<file path="config.mk">
export PLATFORM = sky130hd
export DESIGN_NAME = mul_pipe_unit_flat
export DESIGN_NICKNAME = d
export VERILOG_FILES = /design/src/rtl/mul_pipe_unit_if.sv /design/src/rtl/mul_pipe_unit.sv /design/src/flat_wrapper.sv
export SDC_FILE = /design/constraint.sdc
export NUM_CORES = 2
export LEC_CHECK = 0
export CAP_MARGIN = 20
export CORE_ASPECT_RATIO = 0.5
export CORE_MARGIN = 8
export CORE_UTILIZATION = 45
export DETAILED_ROUTE_END_ITERATION = 8
export DONT_BUFFER_PORTS = 1
export GPL_TIMING_DRIVEN = 0
export HOLD_SLACK_MARGIN = 0.15
export PLACE_DENSITY = 0.6
export SYNTH_ARGS = -nofsm -noshare
export SYNTH_HDL_FRONTEND = slang
export SYNTH_SLANG_ARGS = --single-unit
</file>
<file path="constraint.sdc">
create_clock -name clk -period 25.2 [get_ports clk]
set_clock_uncertainty 0.15 [all_clocks]
set_input_delay 7.56 -clock clk [delete_from_list [all_inputs] [get_ports clk]]
set_output_delay 7.56 -clock clk [all_outputs]
set_load 0.05 [all_outputs]
</file>
<file path="src/rtl/mul_pipe_unit_if.sv">
// mul_pipe_unit_if: request/result handshake and branch-bus signals of the multiply unit.
interface mul_pipe_unit_if #(
   parameter int XLEN      = 32,
   parameter int MASK_W    = 4,
   parameter int PAYLOAD_W = 8
);
   localparam int TW = MASK_W > 1 ? $clog2(MASK_W) : 1;
   logic                 brb_broadcast;
   logic [TW-1:0]        brb_tag;
   logic                 brb_clean;
   logic                 brb_kill;
   logic                 in_valid;
   logic                 in_ready;
   logic [XLEN-1:0]      in_a;
   logic [XLEN-1:0]      in_b;
   logic [1:0]           in_op;
   logic [MASK_W-1:0]    in_mask;
   logic [PAYLOAD_W-1:0] in_payload;
   logic                 out_valid;
   logic                 out_ready;
   logic [XLEN-1:0]      out_result;
   logic [MASK_W-1:0]    out_mask;
   logic [PAYLOAD_W-1:0] out_payload;
   logic                 busy;
   modport slave (
      input  brb_broadcast, brb_tag, brb_clean, brb_kill,
      input  in_valid, in_a, in_b, in_op, in_mask, in_payload, out_ready,
      output in_ready, out_valid, out_result, out_mask, out_payload, busy
   );
   modport master (
      output brb_broadcast, brb_tag, brb_clean, brb_kill,
      output in_valid, in_a, in_b, in_op, in_mask, in_payload, out_ready,
      input  in_ready, out_valid, out_result, out_mask, out_payload, busy
   );
endinterface

</file>
<file path="src/rtl/mul_pipe_unit.sv">
// mul_pipe_unit: pipelined RV M-extension multiplier with bubble collapse and branch clean/kill.
module mul_pipe_unit #(
   parameter int XLEN      = 32,
   parameter int DEPTH     = 4,
   parameter int MASK_W    = 4,
   parameter int PAYLOAD_W = 8
) (
   input logic          clk,
   input logic          rst,
   mul_pipe_unit_if.slave io
);
   logic                 kill;
   logic [MASK_W-1:0]    clr;
   logic [2*XLEN-1:0]    a_x, b_x, prod;
   logic [XLEN-1:0]      res_in;
   logic [DEPTH-1:0]     v_q, v_d, adv, ld, live, s_v;
   logic [XLEN-1:0]      res_q  [DEPTH];
   logic [XLEN-1:0]      s_res  [DEPTH];
   logic [MASK_W-1:0]    mask_q [DEPTH];
   logic [MASK_W-1:0]    m_d    [DEPTH];
   logic [MASK_W-1:0]    s_mask [DEPTH];
   logic [PAYLOAD_W-1:0] pay_q  [DEPTH];
   logic [PAYLOAD_W-1:0] s_pay  [DEPTH];

   assign kill = io.brb_broadcast & io.brb_kill & ~io.brb_clean;
   assign clr  = (io.brb_broadcast & io.brb_clean) ? MASK_W'(1) << io.brb_tag : '0;

   // Operands widened to 2*XLEN: the low 2*XLEN bits of the wrapped product are exact for every signedness mix.
   assign a_x    = {{XLEN{(io.in_op != 2'b11) & io.in_a[XLEN-1]}}, io.in_a};
   assign b_x    = {{XLEN{~io.in_op[1] & io.in_b[XLEN-1]}}, io.in_b};
   assign prod   = a_x * b_x;
   assign res_in = (io.in_op == 2'b00) ? prod[XLEN-1:0] : prod[2*XLEN-1:XLEN];

   for (genvar k = 0; k < DEPTH; k++) begin : g_st
      if (k == 0) begin : g_head
         assign s_v[k]    = io.in_valid;
         assign s_res[k]  = res_in;
         assign s_mask[k] = io.in_mask;
         assign s_pay[k]  = io.in_payload;
      end else begin : g_body
         assign s_v[k]    = v_q[k-1];
         assign s_res[k]  = res_q[k-1];
         assign s_mask[k] = mask_q[k-1];
         assign s_pay[k]  = pay_q[k-1];
      end
      // A stage moves unless it and every stage downstream are full while the output is stalled.
      assign adv[k]  = ~(&v_q[DEPTH-1:k]) | io.out_ready;
      assign ld[k]   = adv[k] & s_v[k];
      assign m_d[k]  = (adv[k] ? s_mask[k] : mask_q[k]) & ~clr;
      assign v_d[k]  = (adv[k] ? s_v[k] : v_q[k]) &
                       ~(kill & (adv[k] ? s_mask[k][io.brb_tag] : mask_q[k][io.brb_tag]));
      assign live[k] = v_q[k] & ~(kill & mask_q[k][io.brb_tag]);
   end

   assign io.in_ready    = adv[0];
   assign io.out_valid   = live[DEPTH-1];
   assign io.out_result  = res_q[DEPTH-1];
   assign io.out_mask    = mask_q[DEPTH-1];
   assign io.out_payload = pay_q[DEPTH-1];
   assign io.busy        = |live;

   always_ff @(posedge clk) begin
      if (rst) begin
         v_q <= '0;
         for (int i = 0; i < DEPTH; i++) begin
            res_q[i]  <= '0;
            mask_q[i] <= '0;
            pay_q[i]  <= '0;
         end
      end else begin
         v_q <= v_d;
         for (int i = 0; i < DEPTH; i++) begin
            mask_q[i] <= m_d[i];
            if (ld[i]) begin
               res_q[i] <= s_res[i];
               pay_q[i] <= s_pay[i];
            end
         end
      end
   end
endmodule

</file>
<file path="src/flat_wrapper.sv">
// flat-port wrapper written by rule: the top's interface ports become plain ports
module mul_pipe_unit_flat 
#(
   parameter int XLEN      = 32,
   parameter int DEPTH     = 4,
   parameter int MASK_W    = 4,
   parameter int PAYLOAD_W = 8
)
  (clk, rst, io_brb_broadcast, io_brb_tag, io_brb_clean, io_brb_kill, io_in_valid, io_in_a, io_in_b, io_in_op, io_in_mask, io_in_payload, io_out_ready, io_in_ready, io_out_valid, io_out_result, io_out_mask, io_out_payload, io_busy);
  mul_pipe_unit_if #(.XLEN(XLEN), .MASK_W(MASK_W), .PAYLOAD_W(PAYLOAD_W)) io_i ();
  input logic clk;
  input logic rst;
  input wire logic [$bits(io_i.brb_broadcast)-1:0] io_brb_broadcast;
  input wire logic [$bits(io_i.brb_tag)-1:0] io_brb_tag;
  input wire logic [$bits(io_i.brb_clean)-1:0] io_brb_clean;
  input wire logic [$bits(io_i.brb_kill)-1:0] io_brb_kill;
  input wire logic [$bits(io_i.in_valid)-1:0] io_in_valid;
  input wire logic [$bits(io_i.in_a)-1:0] io_in_a;
  input wire logic [$bits(io_i.in_b)-1:0] io_in_b;
  input wire logic [$bits(io_i.in_op)-1:0] io_in_op;
  input wire logic [$bits(io_i.in_mask)-1:0] io_in_mask;
  input wire logic [$bits(io_i.in_payload)-1:0] io_in_payload;
  input wire logic [$bits(io_i.out_ready)-1:0] io_out_ready;
  output wire logic [$bits(io_i.in_ready)-1:0] io_in_ready;
  output wire logic [$bits(io_i.out_valid)-1:0] io_out_valid;
  output wire logic [$bits(io_i.out_result)-1:0] io_out_result;
  output wire logic [$bits(io_i.out_mask)-1:0] io_out_mask;
  output wire logic [$bits(io_i.out_payload)-1:0] io_out_payload;
  output wire logic [$bits(io_i.busy)-1:0] io_busy;
  assign io_i.brb_broadcast = io_brb_broadcast;
  assign io_i.brb_tag = io_brb_tag;
  assign io_i.brb_clean = io_brb_clean;
  assign io_i.brb_kill = io_brb_kill;
  assign io_i.in_valid = io_in_valid;
  assign io_i.in_a = io_in_a;
  assign io_i.in_b = io_in_b;
  assign io_i.in_op = io_in_op;
  assign io_i.in_mask = io_in_mask;
  assign io_i.in_payload = io_in_payload;
  assign io_i.out_ready = io_out_ready;
  assign io_in_ready = io_i.in_ready;
  assign io_out_valid = io_i.out_valid;
  assign io_out_result = io_i.out_result;
  assign io_out_mask = io_i.out_mask;
  assign io_out_payload = io_i.out_payload;
  assign io_busy = io_i.busy;
  mul_pipe_unit #(.XLEN(XLEN), .DEPTH(DEPTH), .MASK_W(MASK_W), .PAYLOAD_W(PAYLOAD_W)) u_core (.clk(clk), .rst(rst), .io(io_i));
endmodule
</file>
-- After elaboration in Yosys (flattened, before gate mapping)
Memory sizes are Yosys's and may differ from the RTL's.
Index checks and enable logic that the tools add are counted.
- register bits after elaboration: 4
- memory bits (writable): 176
- memories: 3
- memory list (name ; depth ; width ; read ports ; clocked after memory_dff ; write ports ; RTL line ; source):
    u_core.res_q ; 4 ; 32 ; 4 ; 0 ; 4 ; mul_pipe_unit.sv:17 ; logic [XLEN-1:0] res_q [DEPTH];
    u_core.pay_q ; 4 ; 8 ; 4 ; 0 ; 4 ; mul_pipe_unit.sv:22 ; logic [PAYLOAD_W-1:0] pay_q [DEPTH];
    u_core.mask_q ; 4 ; 4 ; 4 ; 0 ; 4 ; mul_pipe_unit.sv:19 ; logic [MASK_W-1:0] mask_q [DEPTH];
- multipliers: 1
- magnitude comparators: 1
- equality and inequality tests: 1
- shifts and indexed selects: 1
- mux-type cells: 51
- bitwise gates (word level): 60
- reduce and logical (&&, ||, !) cells: 5
- operators by type and width (kind ; count):
    32-bit two-way mux ; 5
    33-bit by 33-bit multiplier with 64-bit output ; 1
    4-bit two-way mux ; 9
    8-bit two-way mux ; 4
    1-bit two-way mux ; 28
    1-bit AND ; 25
    4-bit AND ; 4
    1-bit OR ; 16
    1-bit inverter ; 14
    1-bit binary-select mux with 2-bit select ; 5
    4-bit inverter ; 1
    4-bit AND reduction ; 1
    4-bit OR reduction ; 1
    1-bit by 2-bit left shift with 4-bit output (first input constant) ; 1
    2-bit by 3-bit less-than comparator with 1-bit output (second input constant) ; 1
    3-bit AND reduction ; 1
    2-bit zero test ; 1
    2-bit inequality test (second input constant) ; 1
    2-bit AND reduction ; 1

-- Longest topological paths before layout
- depth after elaboration: 8
- depth in mapped cells: 29
- gate-level depth less buffers: 27

-- Worst setup path after synthesis
Ideal clock, no wire load.
- path type: input-to-output
- from: input io_brb_tag[0]
- to: output io_busy
- arrival: 9.452 ns
- required time: 17.490 ns
- slack: 8.038 ns
- stages on the path: 5
- buffers on the path: 1
- path through: clkbuf_1 > mux4_2 > nand2_1 > and2_1 > nand3b_1
- word-level cells in the longest chain between the ends: 6
- ends and longest elaborated chain (item ; RTL line ; source):
    start: declaration ; flat_wrapper.sv:14 ; input wire logic [$bits(io_i.brb_tag)-1:0] io_brb_tag;
    1-bit binary-select mux with 2-bit select ; mul_pipe_unit.sv:52 ; assign live[k] = v_q[k] & ~(kill & mask_q[k][io.brb_tag]);
    1-bit two-way mux (implied by the code) ; mul_pipe_unit.sv:52 ;
    1-bit AND ; mul_pipe_unit.sv:52 ;
    1-bit inverter ; mul_pipe_unit.sv:52 ;
    1-bit AND ; mul_pipe_unit.sv:52 ;
    net io_out_valid ; flat_wrapper.sv:25 ; output wire logic [$bits(io_i.out_valid)-1:0] io_out_valid;
    4-bit OR reduction ; mul_pipe_unit.sv:60 ; assign io.busy = |live;
    end: declaration ; flat_wrapper.sv:29 ; output wire logic [$bits(io_i.busy)-1:0] io_busy;
The timed path passes the listed nets, and every way through them passes these cells. The select of a mux whose other input is x is not followed.

==> run_results.csv <==
group,metric,value,unit
cts,clockBufferDepth,2,
yosys,yosysTopAreaCellShare,49.95,%
global_routing,grt_first_pass_wirelength,241500,um
sta,relSlewSlack,16.20,%
critical_path,cp-start-kind,"input port",
route,drt_wl_total,166100,um
cts,clock_latency,430,ps
placement,dp.cells,6060,
layout,drive_gt1_share,2.228,%
yosys,yosys.area.top_type,"fa_1",
critical_path,crit_top_cell,"fa_1",
sta,max_freq,55.37,MHz
critical_path,rrSetupSlack,21870,ps
yosys,ys_top_cells_by_area,"fa_1, edfxtp_1, inv_1, and2_1, nand2_1",
cts,postCtsHoldBufs,0,
yosys,ys_ff_latch,180,
sta,rsz0062_at_grt,"no",
cts,cts_setup_buffers,0,
cts,cts_resized,0,
die,initial_core_util,45.21,%
yosys,syn_inst,4706,
critical_path,worstPathMaxFanout,11,
yosys,yosysWarnings,0,
route,post_drt_wl_per_cell,27.17,um
critical_path,r2r_start,"u_core.v_q[2]$_SDFF_PP0_",
critical_path,cpPeakStageDelay,870,ps
cts,htree_num_levels,4,
route,first_pass_iters,8,
yosys,syn_area_per_cell,9.580,um2
critical_path,crit_family,"adder cells",
die,core,0.09973,mm2
route,drc_errors,0,
sta,fin_setup_tns,0,ps
cts,cts_tree,"done",
sta,finalHoldViolations,0,
critical_path,cp.depth,28,
layout,syn_to_final_growth,5.872,%
die,rows,82,
yosys,synth_fp_nets,6130,
layout,stdcell_count,6113,
die,die_h,239.8,um
worst_hold_path,hold_path_depth,2,
sta,drv_slew,0,
placement,place.gp.congestion,1.036,
die,die_area,0.1112,mm2
flow_run,maxCapViolCount,0,
critical_path,reg2regPathDepth,9,
route,ant_nets,0,
global_routing,grt_usage,29.98,%
global_routing,grt_max_degree,41,
critical_path,r2r-end,"u_core.res_q[0][28]$_SDFFCE_PN0P_",
critical_path,critPathBufInv,8,
layout,final_nets,6168,
die,ios,134,
global_routing,grt_pass1_vias,35220,
yosys,ys_seq_area_share,11.54,%
yosys,netlist_area,0.04508,mm2
sta,period_minus_slack,18060,ps
cts,cts_root_buffer,"clkbuf_16",
cts,cts_buffers,17,
critical_path,cp_data_arrival_time,18060,ps
critical_path,critical_path.endpoint_type,"flop",
layout,final_common_cell,"fa_1",
critical_path,critPathSlowestCell,"fa_1",
sta,hold_slack,307.0,ps
worst_hold_path,min_from,"u_core.mask_q[0][6]$_SDFF_PP0_",
yosys,synthFlopType,"edfxtp_1",
worst_hold_path,hp-class,"reg -> reg",
route,vias,33290,
sta,fin_crit_sh,71.67,%
cts,clkSlewWorstSetupHoldPaths,80,ps
global_routing,antenna_found_initial,18,
yosys,ys_async_sr_fraction,0,%
route,detail_route.iter0.violations,3390,
layout,fill_cells,9570,
die,die_w,463.6,um
route,via_per_inst,5.445,
worst_hold_path,hold_path_end,"u_core.mask_q[0][10]$_SDFF_PP0_",
critical_path,critPathKind,"in -> reg",
placement,dp.final_hpwl,141900,um
cts,clock-sinks,180,
placement,port_buffers,0,
sta,setup-violations-final,0,
layout,final_cell_mix,"fa_1, inv_1, nand2_1",
global_routing,overflow,0,
yosys,netlist-cell-type-count,75,
outcome,outcome,"finished clean",
yosys,synth-edff-count,160,
sta,tightest_slew,1257,ps
critical_path,cp.required,25190,ps
-- per-stage QoR --
| step | utilization [%] | instance area [um2] | setup WS, ps |
|---|---|---|---|
| floorplan | - | 45080 | 8038 |
| global placement | 46.89 | 46770 | 6983 |
| detailed placement | 47.08 | 46950 | 6861 |
| CTS | 47.71 | 47570 | 7299 |
| global route | 47.84 | 47710 | 6805 |
| finish | 47.86 | 47730 | 7138 |
-- sequential cells by signal, summed over array words and instances (netlist names) --
name and count:
u_core.res_q 128, u_core.mask_q 16, u_core.v_q 4, u_core.pay_q 32
-- cell usage after synthesis (all sizes together) (19+ instances only) --
library cell and n:
ha 212, a21oi 93, and2 494, o21ai 45
nor2 94, nand3 24, dfxtp 20, fa 1125
xor2 26, nand2 805, inv 1098, xnor2 41
a211oi 19, edfxtp 160, clkbuf 240, a21o 34
-- per-layer routing --
metal | global-route usage, % | share of wire (%) | up-vias
met4 | 9.387 | 3.9 | 12
met1 | 41.77 | 42 | 17400
met3 | 9.922 | 13 | 298
met2 | 44.38 | 42 | 1794
li1 | - | - | 13780
met5 | 1.212 | 0.15 | -
-- worst min-delay path, stage by stage (launching register included) --
cell and delay (ps):
dfxtp_1 320, nand2_1 60, a21oi_1 50
-- worst max path at each step --
| stage | start | endpoint | slack, ps |
|---|---|---|---|
| 5_1_grt | io_in_op[0] | u_core.res_q[0][31]$_SDFFCE_PN0P_ | 6800 |
| 6_report | io_in_op[0] | u_core.res_q[0][31]$_SDFFCE_PN0P_ | 7140 |
| 4_1_cts | io_in_a[31] | u_core.res_q[0][31]$_SDFFCE_PN0P_ | 7300 |
| 2_1_floorplan | io_brb_tag[0] | io_busy | 8040 |
| 3_5_place_dp | io_in_a[31] | u_core.res_q[0][31]$_SDFFCE_PN0P_ | 6860 |
| 3_3_place_gp | io_in_a[31] | u_core.res_q[0][31]$_SDFFCE_PN0P_ | 6980 |
-- cells by family after synthesis --
logic type	after synthesis	share of synthesized area (%)
muxes	11	0.3830
DFF	180	11.54
adders and majority gates	1337	55.84
buffers and inverters	1350	11.37
xor gates and xnor gates	67	1.302
AOI/OAI and AO/OA	263	3.802
and+or+nand+nor	1498	15.76
-- layout make-up --
cell class	instances	area (um2)	share of cell area [%]
clock inverters	15	197.7	0.4142
diodes	12	30.03	0.06291
well taps	1344	1682	3.523
flip-flops and latches	180	5205	10.90
multi-input cells	3176	34760	72.83
inverters	1099	4125	8.642
clock buffers	17	425.4	0.8912
repair buffers	19	302.8	0.6344
plain buffers	251	1001	2.097
Power is left out: the tool's default activity adds up to more than one toggle a clock period on the data nets, which glitch-free logic cannot reach.
